**config.mk**
```make
export PLATFORM = sky130hd
export DESIGN_NAME = instr_fetch_issue
export DESIGN_NICKNAME = d
export VERILOG_FILES = /design/src/rtl/instr_fetch_issue.sv
export SDC_FILE = /design/constraint.sdc
export NUM_CORES = 1
export LEC_CHECK = 0
export ABC_AREA = 1
export CAP_MARGIN = 5
export CORE_MARGIN = 5
export CORE_UTILIZATION = 47
export CTS_CLUSTER_DIAMETER = 120
export DETAILED_ROUTE_END_ITERATION = 10
export GPL_TIMING_DRIVEN = 0
export PLACE_DENSITY = 0.8
export SYNTH_ARGS = -nofsm -noshare
export SYNTH_HDL_FRONTEND = slang
export SYNTH_SLANG_ARGS = --single-unit
```
**constraint.sdc**
```tcl
create_clock -name clk -period 1.7 [get_ports clk]
set_input_delay 0.34 -clock clk [delete_from_list [all_inputs] [get_ports clk]]
set_output_delay 0.34 -clock clk [all_outputs]
set_load 0.02 [all_outputs]
```
**src/rtl/instr_fetch_issue.sv**
```systemverilog
// Instruction fetch/issue front end: fetches 16-bit words, gathers the LDM immediate, hands one instruction per handshake to decode.
// Optional halt support is built when the IFU_HALT_EN macro is defined.
module instr_fetch_issue #(
    parameter int              ADDR_W     = 10,
    parameter logic [ADDR_W-1:0] RESET_PC = '0,
    parameter logic [4:0]      LDM_OPCODE = 5'b00001,
    parameter logic [4:0]      HLT_OPCODE = 5'b11111
) (
    input  logic              clk,
    input  logic              rst_n,
    output logic [ADDR_W-1:0] imem_addr,
    output logic              imem_rd,
    input  logic [15:0]       imem_data,
    input  logic              imem_valid,
    output logic              issue_valid,
    input  logic              issue_ready,
    output logic [4:0]        op_code,
    output logic [2:0]        rdst,
    output logic [2:0]        rsrc,
    output logic [15:0]       imm,
    output logic              ldm_en,
    output logic [ADDR_W-1:0] pc_out,
    output logic              halted
);

`ifdef IFU_HALT_EN
    typedef enum logic [1:0] {FETCH, IMM, ISSUE, HALT} state_t;
`else
    typedef enum logic [1:0] {FETCH, IMM, ISSUE} state_t;
`endif

    state_t            state;
    logic [ADDR_W-1:0] pc;

    assign imem_addr = pc;

`ifndef IFU_HALT_EN
    // Without halt support the halt opcode is an ordinary instruction.
    logic unused_hlt;
    assign unused_hlt = (op_code == HLT_OPCODE);
    assign halted     = 1'b0;
`endif

    always_ff @(posedge clk or negedge rst_n) begin
        if (!rst_n) begin
            state       <= FETCH;
            pc          <= RESET_PC;
            imem_rd     <= 1'b0;
            issue_valid <= 1'b0;
            op_code     <= '0;
            rdst        <= '0;
            rsrc        <= '0;
            imm         <= '0;
            ldm_en      <= 1'b0;
            pc_out      <= '0;
`ifdef IFU_HALT_EN
            halted      <= 1'b0;
`endif
        end else begin
            case (state)
                FETCH: begin
                    // The request is raised first; returns are only taken while it is up.
                    if (!imem_rd) begin
                        imem_rd <= 1'b1;
                    end else if (imem_valid) begin
                        op_code <= imem_data[15:11];
                        rdst    <= imem_data[10:8];
                        rsrc    <= imem_data[7:5];
                        imm     <= '0;
                        pc_out  <= pc;
                        pc      <= pc + ADDR_W'(1);
                        if (imem_data[15:11] == LDM_OPCODE) begin
                            state <= IMM;
                        end else begin
                            imem_rd     <= 1'b0;
                            issue_valid <= 1'b1;
                            state       <= ISSUE;
                        end
                    end
                end
                IMM: begin
                    if (imem_valid) begin
                        imm         <= imem_data;
                        pc          <= pc + ADDR_W'(1);
                        imem_rd     <= 1'b0;
                        issue_valid <= 1'b1;
                        ldm_en      <= 1'b1;
                        state       <= ISSUE;
                    end
                end
                ISSUE: begin
                    if (issue_ready) begin
                        issue_valid <= 1'b0;
                        ldm_en      <= 1'b0;
`ifdef IFU_HALT_EN
                        if (op_code == HLT_OPCODE) begin
                            halted <= 1'b1;
                            state  <= HALT;
                        end else begin
                            imem_rd <= 1'b1;
                            state   <= FETCH;
                        end
`else
                        imem_rd <= 1'b1;
                        state   <= FETCH;
`endif
                    end
                end
`ifdef IFU_HALT_EN
                HALT: begin
                    state <= HALT;
                end
`endif
                default: begin
                    state <= FETCH;
                end
            endcase
        end
    end

endmodule

```
## Yosys cells after proc, flatten, opt, wreduce, memory -nomap -nowiden

Cells that the tools add are included.

- Memories kept: 0
- Bits in latches: 0
- Memory bits (read-only): 0
- Output and inout bits: 51
- Register bits: 52
- Bits in writable memories: 0

- Magnitude comparators: 0
- Multipliers: 0
- Add/sub/neg operators: 1
- Shift operators: 0
- Bitwise gates (word level): 0
- Div/mod/pow operators: 0
- Mux-type cells: 26
- Reductions and logical operators: 11
- Equal/unequal tests: 8

Operators with widths:

| operator | count |
|---|---|
| two-way mux 16 bit | 3 |
| one-hot mux 16 bit (2 select lines) | 1 |
| two-way mux 10 bit | 2 |
| one-hot mux 10 bit (2 select lines) | 1 |
| adder 10 x 1 -> 10 bit (second input constant) | 1 |
| two-way mux 1 bit | 10 |
| two-way mux 2 bit | 5 |
| != test 2 bit (second input constant) | 5 |
| AND reduction 3 bit | 3 |
| AND reduction 4 bit | 2 |
| one-hot mux 1 bit (3 select lines) | 2 |
| one-hot mux 2 bit (3 select lines) | 1 |
| AND reduction 6 bit | 1 |
| equality test 5 x 1 -> 1 bit (second input constant) | 1 |
| nonzero test 2 bit | 2 |
| nonzero test 3 bit | 1 |
| equality test 2 x 1 -> 1 bit (second input constant) | 1 |
| equality test 2 bit (second input constant) | 1 |
| zero test 2 bit | 1 |
| one-hot mux 1 bit (2 select lines) | 1 |
| AND reduction 2 bit | 1 |

## Longest topological paths before layout

- Word-level depth: 5
- Gate-level depth with buffers: 9

## Worst setup path after synthesis

OpenSTA, ideal clock, no wires.

- Path kind: reg-to-reg
- From: reg state[1]
- To: reg pc[3] (netlist: imem_addr[3])
- Setup slack: 0.243 ns
- Cell stages (with the launch flop): 10
- Clock period less this slack: 1.457 ns
- Path buffers: 2
- Arrival time: 1.325 ns
- Cells stage by stage: dfrtp_1 > inv_1 > ha_1 > buf_4 > nand3_1 > nand2_4 > inv_2 > buf_6 > nor2_4 > xor2_2

- Cells in the longest elaborated chain, start to end: 3
- Elaborated cells between the ends (all ways): 6
- Classes of those cells: eq/ne: 2; mux: 1; reduce/logical: 3

Ends and longest elaborated chain:

| what | line | RTL |
|---|---|---|
| start: declaration | 32 | `state_t state;` |
| start signal: assignment | 46 | `state <= FETCH;` |
| start signal: assignment | 73 | `state <= IMM;` |
| start signal: assignment | 77 | `state <= ISSUE;` |
| equality test 2 x 1 -> 1 bit or zero test 2 bit (tied branches) | 60 | `case (state)` |
| nonzero test 2 bit (no line) or != test 2 bit (tied branches) | -- |  |
| AND reduction 2 bit (no line) | -- |  |
| end signal: assignment | 71 | `pc <= pc + ADDR_W'(1);` |
| end signal: assignment | 84 | `pc <= pc + ADDR_W'(1);` |
| end: declaration | 33 | `logic [ADDR_W-1:0] pc;` |

Several ways; a longest one is shown, not always the timed one.
A chain may end at the register's enable or synchronous reset.

## Worst setup path in the final report

- From: reg imm[10]
- To: out imm[10]

RTL lines:

| what | line | RTL |
|---|---|---|
| start: declaration | 20 | `output logic [15:0] imm,` |
| start signal: assignment | 83 | `imm <= imem_data;` |

No word-level cell between the ends.

==> impl_metrics.json <==
{
  "status": "finished, final reports clean",
  "ys_types": 27,
  "antennaDiodeCount": 0,
  "grt_pass1_vias": 1902,
  "row_count": 25,
  "met1_length_um": 2390,
  "initial_utilization_pct": 49.0,
  "vdd_ir_drop_max_mv": 0.814,
  "netlist_area_um2": 2340,
  "die_w_um": 80.6,
  "numPortBuffers": 69,
  "rsz0062_at_grt": "yes",
  "setup_viol": 0,
  "drv_cap": 0,
  "dr.first_iter.drc_count": 84,
  "critPathTopFamily": "buffers and inverters",
  "grt_pass1_wl_um": 9090,
  "crit_chain": "clkdlybuf4s50_1",
  "post_drt_wl_per_cell_um": 14.0,
  "skew_ns": 0.00789,
  "ys_ff_latch": 52,
  "cts_buffer_depth": 2,
  "clock_sinks": 52,
  "insertion_delay_ns": 0.31,
  "end_kind": "output pin",
  "dr.max_layer_used": "met4",
  "detail-route-antenna-nets": 0,
  "reg2reg_slack_ns": 0.07,
  "syn_inst": 247,
  "startpoint_type": "register",
  "num-nets-final": 351,
  "numCtsBuffers": 5,
  "antenna_found_initial": 0,
  "cp.required_ns": 1.36,
  "gp_congestion": 0.794,
  "crit_arrival_ns": 1.30,
  "syn2layout_area_growth_pct": 38.7,
  "drive_gt1_share_pct": 11.6,
  "crit_buf_inv": 1,
  "syn_nets": 272,
  "grt_max_degree": 33,
  "maxSlewViolCount": 0,
  "fin_ws_ns": 0.0595,
  "setup_tns_ns": 0,
  "yosys_warnings": 0,
  "routed_wl_um": 5540,
  "drc": 0,
  "cp_slowest_cell": "clkdlybuf4s50_1",
  "hold_violations": 0,
  "pre_cts_ws_ns": -0.169,
  "core_area_um2": 4790,
  "fin_crit_ns": 1.64,
  "vias": 1925,
  "viasPerCell": 4.89,
  "die_h_um": 80.6,
  "cp_slowest_stage_delay_ns": 0.62,
  "place_hpwl_um": 4150,
  "dr_wl_met2_um": 2840,
  "syn_avg_cell_area_um2": 9.49,
  "htreeDepth": 2,
  "overflow": 0,
  "fmax_mhz": 610,
  "wl_met3_um": 211,
  "leakagePower_nw": 1.59,
  "cts_hold_buf": 0,
  "critPathKind": "register to output pin",
  "cts_tree": "yes",
  "track_usage_pct": 18.5,
  "firstDrtPassIters": 4,
  "p_per_area_nw_per_um2": 1520,
  "clkSlewWorstSetupHoldPaths_ns": 0.09,
  "tightest_slew_ns": 0.767,
  "io_pins": 71,
  "crit_fanout": 2,
  "fin_crit_sh_pct": 96.5,
  "hold_path.class": "input port to asynchronous set/reset pin",
  "seq_area_frac_synth_pct": 55.5,
  "whs_ns": 0.0992,
  "root_buffer": "clkbuf_8",
  "die_area_um2": 6500,
  "relSlewSlack_pct": 48.9
}
==> cell usage after synthesis, drive strengths merged <==
cell / number / area (um^2)
nor2: 11 / 48.8
nand3: 13 / 70.1
mux2: 3 / 33.8
ha: 5 / 62.6
conb: 1 / 3.75
o21ai: 21 / 105
nand4: 4 / 25.0
xor2: 7 / 68.8
dfrtp: 52 / 1300
o31ai: 11 / 128
buf: 9 / 62.6
nand2: 74 / 285
o21bai: 1 / 7.51
inv: 29 / 109
or2: 1 / 6.26
nand3b: 1 / 7.51
clkbuf: 2 / 7.51
o21a: 1 / 7.51
a21oi: 1 / 5.00
==> placed cells by master (no fill, tap or decap), types with 2 or more instances in the layout <==
| cell type | netlist | routed |
|---|---|---|
| mux2_2 | 3 | 3 |
| nand2_1 | 73 | 73 |
| clkbuf_8 | 0 | 6 |
| xor2_1 | 6 | 6 |
| clkdlybuf4s50_1 | 0 | 57 |
| buf_6 | 2 | 2 |
| o31ai_2 | 9 | 9 |
| buf_2 | 5 | 4 |
| inv_1 | 28 | 28 |
| o31ai_1 | 2 | 2 |
| nand3_1 | 12 | 12 |
| nor2_1 | 10 | 10 |
| buf_4 | 2 | 5 |
| dfrtp_1 | 52 | 52 |
| ha_1 | 5 | 4 |
| dlymetal6s2s_1 | 0 | 3 |
| o21ai_0 | 21 | 21 |
| nand4_1 | 4 | 4 |
| clkbuf_1 | 2 | 4 |
| dlygate4sd2_1 | 0 | 8 |
==> layer usage <==
metal	GRT usage, %	up-vias
li1	-	934
met1	22.6	934
met2	32.4	45
met3	3.70	12
met4	6.42	0
met5	0	-
==> flip-flops by register name, summed over array words and instances, names as in the netlist <==
signal,cells
imem_addr,10
imem_rd,1
imm,16
issue_valid,1
ldm_en,1
op_code,5
pc_out,10
rdst,3
rsrc,3
state,2
==> cells by family after synthesis <==
logic type,synth area share [%]
muxes,1.44
AOI/OAI and AO/OA,10.8
DFF,55.5
other,0.160
xor gates and xnor gates,2.94
adders and majority gates,2.67
buffers and inverters,7.63
and+or+nand+nor,18.9
==> area by class of cell <==
| cell class | instances | area, um^2 |
|---|---|---|
| Clock buffer | 8 | 90.1 |
| Tap cell | 67 | 83.8 |
| Timing Repair Buffer | 72 | 726 |
| Sequential cell | 52 | 1300 |
| Buffer | 11 | 75.1 |
| Fill cell | 395 | 1530 |
| Multi-Input combinational cell | 155 | 867 |
| Inverter | 29 | 109 |
==> power breakdown <==
group	switching, mW	internal (mW)	total, mW
Combinational	1.31	0.996	2.30
Clock	0.390	0.333	0.723
Sequential	0.306	1.61	1.92
Total	2.00	2.94	4.94
==> final timing paths <==
check,from,cells after the start,to
max in group asynchronous,rst_n,2,pc_out[9]$_DFFE_PN0P_
min,rst_n,1,issue_valid$_DFFE_PN0P_
min reg2reg,pc_out[4]$_DFFE_PN0P_,2,pc_out[4]$_DFFE_PN0P_
max reg2reg,state[1]$_DFFE_PN0P_,9,imem_addr[3]$_DFFE_PN0P_
max,imm[10]$_DFFE_PN0P_,1,imm[10]
min in group clk,pc_out[4]$_DFFE_PN0P_,2,pc_out[4]$_DFFE_PN0P_
==> timing repair <==
action | 4_1_cts | 5_1_grt
endpoints found under the setup margin | 9 | 24
pin swaps | 0 | 0
buffers inserted | 0 | 2
resized for setup | 9 | 6
==> metrics by stage <==
step / instance area [um^2] / utilization (%) / total power, mW / cells
2_1_floorplan: 2340 / - / 3.19 / 247
3_3_place_gp: 3120 / 65.2 / 4.20 / 383
3_5_place_dp: 3140 / 65.6 / 4.28 / 384
4_1_cts: 3220 / 67.4 / 4.96 / 392
5_1_grt: 3250 / 67.9 / 5.29 / 394
6_report: 3250 / 67.9 / 4.94 / 394
No activity file was read; power rests on OpenSTA's default activity.
